<file path="src/rtl/uart_tx_sched_pkg.sv">
// uart_tx_sched_pkg: state encoding and requester indices shared by the scheduler and its arbiter
package uart_tx_sched_pkg;
  typedef enum logic [2:0] {IDLE, LOAD, WAIT_HI, WAIT_LO, NEXT} state_t;
  localparam int REQ_ALU = 0;
  localparam int REQ_RF  = 1;
endpackage

</file>
<file path="src/rtl/uart_tx_sched_rr_arb2.sv">
// rr_arb2: two-way round-robin grant; last names the requester served most recently
module rr_arb2
  import uart_tx_sched_pkg::*;
(
  input  logic [1:0] req,
  input  logic       last,
  output logic [1:0] gnt
);
  assign gnt[REQ_ALU] = req[REQ_ALU] & (!req[REQ_RF] | last);
  assign gnt[REQ_RF]  = req[REQ_RF] & (!req[REQ_ALU] | !last);
endmodule

</file>
<file path="src/rtl/uart_tx_sched.sv">
// uart_tx_sched: feeds ALU words (low byte first) and RF bytes to a UART transmitter.
// Optional watchdog on the busy handshake: define UART_TX_SCHED_WATCHDOG_EN.
module uart_tx_sched
  import uart_tx_sched_pkg::*;
#(
  parameter int DATA_WIDTH = 8,
  parameter int WD_LIMIT   = 8
) (
  input  logic                    CLK,
  input  logic                    RST,
  input  logic                    alu_req,
  input  logic [2*DATA_WIDTH-1:0] alu_data,
  output logic                    alu_ack,
  input  logic                    rf_req,
  input  logic [DATA_WIDTH-1:0]   rf_data,
  output logic                    rf_ack,
  output logic [DATA_WIDTH-1:0]   tx_p_data,
  output logic                    tx_data_valid,
  input  logic                    tx_busy,
  output logic                    sched_busy,
  output logic                    wd_err
);
  localparam int CW = WD_LIMIT > 1 ? $clog2(WD_LIMIT) : 1;
  state_t state, state_n;
  logic [2*DATA_WIDTH-1:0] hold, hold_n;
  logic [DATA_WIDTH-1:0] pdata_n;
  logic [1:0] gnt;
  logic hi, hi_n, sel, sel_n, last, last_n;
  logic alu_ack_n, rf_ack_n, valid_n, wd_n;
  logic [CW-1:0] cnt, cnt_n;
  rr_arb2 u_arb (.req({rf_req, alu_req}), .last(last), .gnt(gnt));
  assign sched_busy = state != IDLE;
  // hi: high byte of an ALU word still owed; sel: the byte being sent is the high one
  always_comb begin
    state_n   = state;
    hold_n    = hold;
    hi_n      = hi;
    sel_n     = sel;
    last_n    = last;
    alu_ack_n = 1'b0;
    rf_ack_n  = 1'b0;
    valid_n   = 1'b0;
    wd_n      = 1'b0;
    cnt_n     = '0;
    pdata_n   = tx_p_data;
    case (state)
      IDLE: if (|gnt) begin
        state_n   = LOAD;
        last_n    = gnt[REQ_RF];
        alu_ack_n = gnt[REQ_ALU];
        rf_ack_n  = gnt[REQ_RF];
        hold_n    = gnt[REQ_ALU] ? alu_data : {{DATA_WIDTH{1'b0}}, rf_data};
        hi_n      = gnt[REQ_ALU];
        sel_n     = 1'b0;
      end
      LOAD: if (!tx_busy) begin
        valid_n = 1'b1;
        pdata_n = sel ? hold[2*DATA_WIDTH-1:DATA_WIDTH] : hold[DATA_WIDTH-1:0];
        state_n = WAIT_HI;
      end
`ifdef UART_TX_SCHED_WATCHDOG_EN
      WAIT_HI: if (tx_busy) state_n = WAIT_LO;
        else if (cnt == CW'(WD_LIMIT - 1)) begin
          wd_n    = 1'b1;
          hi_n    = 1'b0;
          state_n = IDLE;
        end else cnt_n = cnt + 1'b1;
`else
      WAIT_HI: if (tx_busy) state_n = WAIT_LO;
`endif
      WAIT_LO: if (!tx_busy) state_n = hi ? NEXT : IDLE;
      NEXT: begin
        sel_n   = 1'b1;
        hi_n    = 1'b0;
        state_n = LOAD;
      end
      default: state_n = IDLE;
    endcase
  end
  always_ff @(posedge CLK or negedge RST)
    if (!RST) begin
      state         <= IDLE;
      hold          <= '0;
      hi            <= 1'b0;
      sel           <= 1'b0;
      last          <= 1'b1;
      alu_ack       <= 1'b0;
      rf_ack        <= 1'b0;
      tx_data_valid <= 1'b0;
      tx_p_data     <= '0;
      cnt           <= '0;
    end else begin
      state         <= state_n;
      hold          <= hold_n;
      hi            <= hi_n;
      sel           <= sel_n;
      last          <= last_n;
      alu_ack       <= alu_ack_n;
      rf_ack        <= rf_ack_n;
      tx_data_valid <= valid_n;
      tx_p_data     <= pdata_n;
      cnt           <= cnt_n;
    end
`ifdef UART_TX_SCHED_WATCHDOG_EN
  always_ff @(posedge CLK or negedge RST)
    if (!RST) wd_err <= 1'b0;
    else wd_err <= wd_n;
`else
  assign wd_err = 1'b0;
`endif
endmodule

</file>
<file path="config.mk">
export PLATFORM = sky130hd
export DESIGN_NAME = uart_tx_sched
export DESIGN_NICKNAME = d
export VERILOG_FILES = /design/src/rtl/uart_tx_sched_pkg.sv /design/src/rtl/uart_tx_sched_rr_arb2.sv /design/src/rtl/uart_tx_sched.sv
export SDC_FILE = /design/constraint.sdc
export NUM_CORES = 1
export LEC_CHECK = 0
export CAP_MARGIN = 5
export CORE_UTILIZATION = 52
export CTS_BUF_LIST = sky130_fd_sc_hd__clkbuf_8
export DETAILED_ROUTE_END_ITERATION = 8
export PLACE_DENSITY = 0.84
export SLEW_MARGIN = 20
export SYNTH_ARGS = -nofsm -noshare
export SYNTH_HDL_FRONTEND = slang
export SYNTH_SLANG_ARGS = --single-unit
export TNS_END_PERCENT = 30
</file>
<file path="constraint.sdc">
create_clock -name CLK -period 2.1 [get_ports CLK]
set_input_delay 0.315 -clock CLK [delete_from_list [all_inputs] [get_ports CLK]]
set_output_delay 0.315 -clock CLK [all_outputs]
set_load 0.1 [all_outputs]
</file>
==> results.sh <==
export IMPL_hold_path_class="in2async"
export IMPL_coreArea_sq_um=2567
export IMPL_cp_top_family="flip-flops"
export IMPL_synthTopCellsByArea="dfrtp_1 55%, o221a_2 6.1%, mux2i_1 5.5%, a22o_1 5.4%, nor2_1 5.1%"
export IMPL_ys_ff_latch=33
export IMPL_rsz0062_at_grt="false"
export IMPL_dpl_cell_area_sq_um=1872
export IMPL_setup_tns_ns=0
export IMPL_cts_buffer_depth=2
export IMPL_postCtsSetupBuffers=0
export IMPL_syn_area_sq_um=1468
export IMPL_h_tree_depth=2
export IMPL_drcViolationCount=0
export IMPL_critPathCaptureType="output pin"
export IMPL_hold_buffers=0
export IMPL_clock_sinks=33
export IMPL_synth_cells=126
export IMPL_vias=1145
export IMPL_rr_worst_depth=3
export IMPL_crit_chain="nor3_4 > inv_1 > buf_12"
export IMPL_port_buffers=40
export IMPL_cp_required_ns=1.78
export IMPL_arrival_ns=1.43
export IMPL_routed_wl_met2_mm=1.626
export IMPL_crit_type="reg2out"
export IMPL_reg2reg_slack_ns=0.53
export IMPL_antennaDiodeCount=0
export IMPL_synth_cell_type_count=33
export IMPL_grt_usage=0.2641
export IMPL_status="complete, no violations"
export IMPL_worst_path_buf_inv=2
export IMPL_die_area_sq_um=3039
export IMPL_avgViaCountPerCell=5.725
export IMPL_dr_pass1_iters=7
export IMPL_std_cell_rows=18
export IMPL_drt_total_wl_mm=3.269
export IMPL_final_area_sq_um=1987
export IMPL_pre_cts_ws_ns=0.2617
export IMPL_grt_max_degree=34
export IMPL_place_congestion=0.8414
export IMPL_synth_top_area_frac=0.5456
export IMPL_cp_max_fo=7
export IMPL_cts_buffers=5
export IMPL_worstMarginPinSlew_ns=0.6854
export IMPL_drtAntennaViolNets=0
export IMPL_top_layer_used="met4"
export IMPL_wl_per_cell_microns=16.35
export IMPL_drive_above_1_share=0.2294
export IMPL_clkLatencyLatePin_ns=0.29
export IMPL_clkTransAtPathRegs_ns=0.07
export IMPL_power_density_nw_per_um2=1779
export IMPL_r2r_start="state[1]"
export IMPL_overflow=0
export IMPL_first_iter_violations=25
export IMPL_synth_edff_count=0
export IMPL_p_leak_nw=0.8457
export IMPL_antenna_found_initial=0
export IMPL_start_util=0.5716
export IMPL_die_y_microns=55.13
export IMPL_root_buffer="clkbuf_8"
export IMPL_met3_length_microns=205
export IMPL_grt_first_pass_wirelength_mm=5.223
export IMPL_max_stage_delay_ns=0.52
export IMPL_m1WireLength_mm=1.392
export IMPL_cp_depth=3
export IMPL_timing_final_crit_share=0.8315
export IMPL_die_x_microns=55.13
export IMPL_grt_pass1_vias=1070
export IMPL_syn_area_per_cell_sq_um=11.65
export IMPL_maxCapViolations=0
export IMPL_syn2layout_area_growth_pct=35.38
export IMPL_setup_ws_ns=0.3538
export IMPL_period_needed_ns=1.746
export IMPL_hpwl_mm=2.271
export IMPL_cts_resized=0
export IMPL_clock_skew_ns=0.008447
export IMPL_async_flop_share=1.000
export IMPL_final_util=0.7739
export IMPL_fmax_ghz=0.5727
export IMPL_yosysMostFrequentCell="dfrtp_1"
export IMPL_cts_tree="built"
export IMPL_ir_drop_v=0.001386
export IMPL_yosys_warnings=0
export IMPL_synth_top_flop_cell="dfrtp_1"
export IMPL_finalNetCount=198
export IMPL_setup_violations=0
export IMPL_yosysTopAreaCell="dfrtp_1"
export IMPL_critPathLaunchType="register"
export IMPL_syn_num_nets=155
export IMPL_slew_limit_headroom=0.5400
export IMPL_ys_seq_area_frac=0.5635
export IMPL_cp_startpoint="state[1]"
export IMPL_slew_viol_final=0
export IMPL_ys_top_cells_by_count="32 x dfrtp_1, 20 x nor2_1, 9 x a21oi_1, 9 x a22o_1, 9 x nand3_1"
export IMPL_cpMaxStageDelayCell="dfrtp_1"
export IMPL_ios=42
export IMPL_hold_viol=0
export IMPL_r2r_end="hold[3]"
-- logic make-up (layout without fill, tap and decap cells) --
group           Yosys count  in the layout  synth area share
compound gates           32             32            0.1731
xor+xnor                  1              1          0.005969
buf+inv                  11             55           0.04177
flops                    33             33            0.5635
mux                       8              8           0.05456
other cells               1              1          0.002555
simple gates             40             40            0.1586
-- sequential cells by signal, summed over array words and instances (netlist names) --
name / count
alu_ack: 1
hold: 16
state: 3
sel: 1
last: 1
tx_p_data: 8
rf_ack: 1
hi: 1
tx_data_valid: 1
-- stage by stage --
step	instances	power (mW)	hold slack, ns
3_3_place_gp	192	2.878	0.4836
2_1_floorplan	126	2.499	0.01941
3_5_place_dp	192	2.937	0.4874
4_1_cts	200	3.559	0.4331
6_report	200	3.535	0.4175
5_1_grt	200	3.712	0.4792
-- cells in the final DEF (no fill, tap or decap), drive strengths merged, types with 2 or more instances in the layout --
cell,count
buf,17
a22o,9
o221a,8
inv,2
o21ai,2
clkbuf,5
clkdlybuf4s50,28
nand3,10
mux2i,8
dfrtp,32
nor3,2
a21oi,9
nor2,20
-- area by class of cell --
class / instances / area, sq um
Clock inverter: 3 / 46.29
Multi-Input combinational cell: 82 / 579.3
Tap cell: 30 / 37.54
Inverter: 2 / 7.507
Sequential cell: 33 / 827.0
Clock buffer: 5 / 68.82
Timing Repair Buffer: 45 / 420.4
Fill cell: 178 / 580.6
-- per-layer routing --
metal | global-route usage | vias to the layer above
met5 | 0 | -
li1 | - | 540
met4 | 0.1167 | 0
met1 | 0.3410 | 556
met2 | 0.4036 | 42
met3 | 0.08743 | 7
-- where the power goes --
part	leakage [nW]	total, mW	internal [mW]	switching (mW)
registers	0.391	1.16	0.915	0.249
logic	0.401	1.77	0.605	1.17
clock network	0.0543	0.600	0.355	0.245
total	0.846	3.53	1.88	1.66
-- how the worst max path moves through the flow --
stage	end	slack, ns
4_1_cts	sched_busy	0.35
2_1_floorplan	sched_busy	0.57
3_3_place_gp	hold[12]	0.39
5_1_grt	sched_busy	0.27
3_5_place_dp	hold[12]	0.26
6_report	sched_busy	0.35
Note: power is estimated with default switching activity, not from simulation.
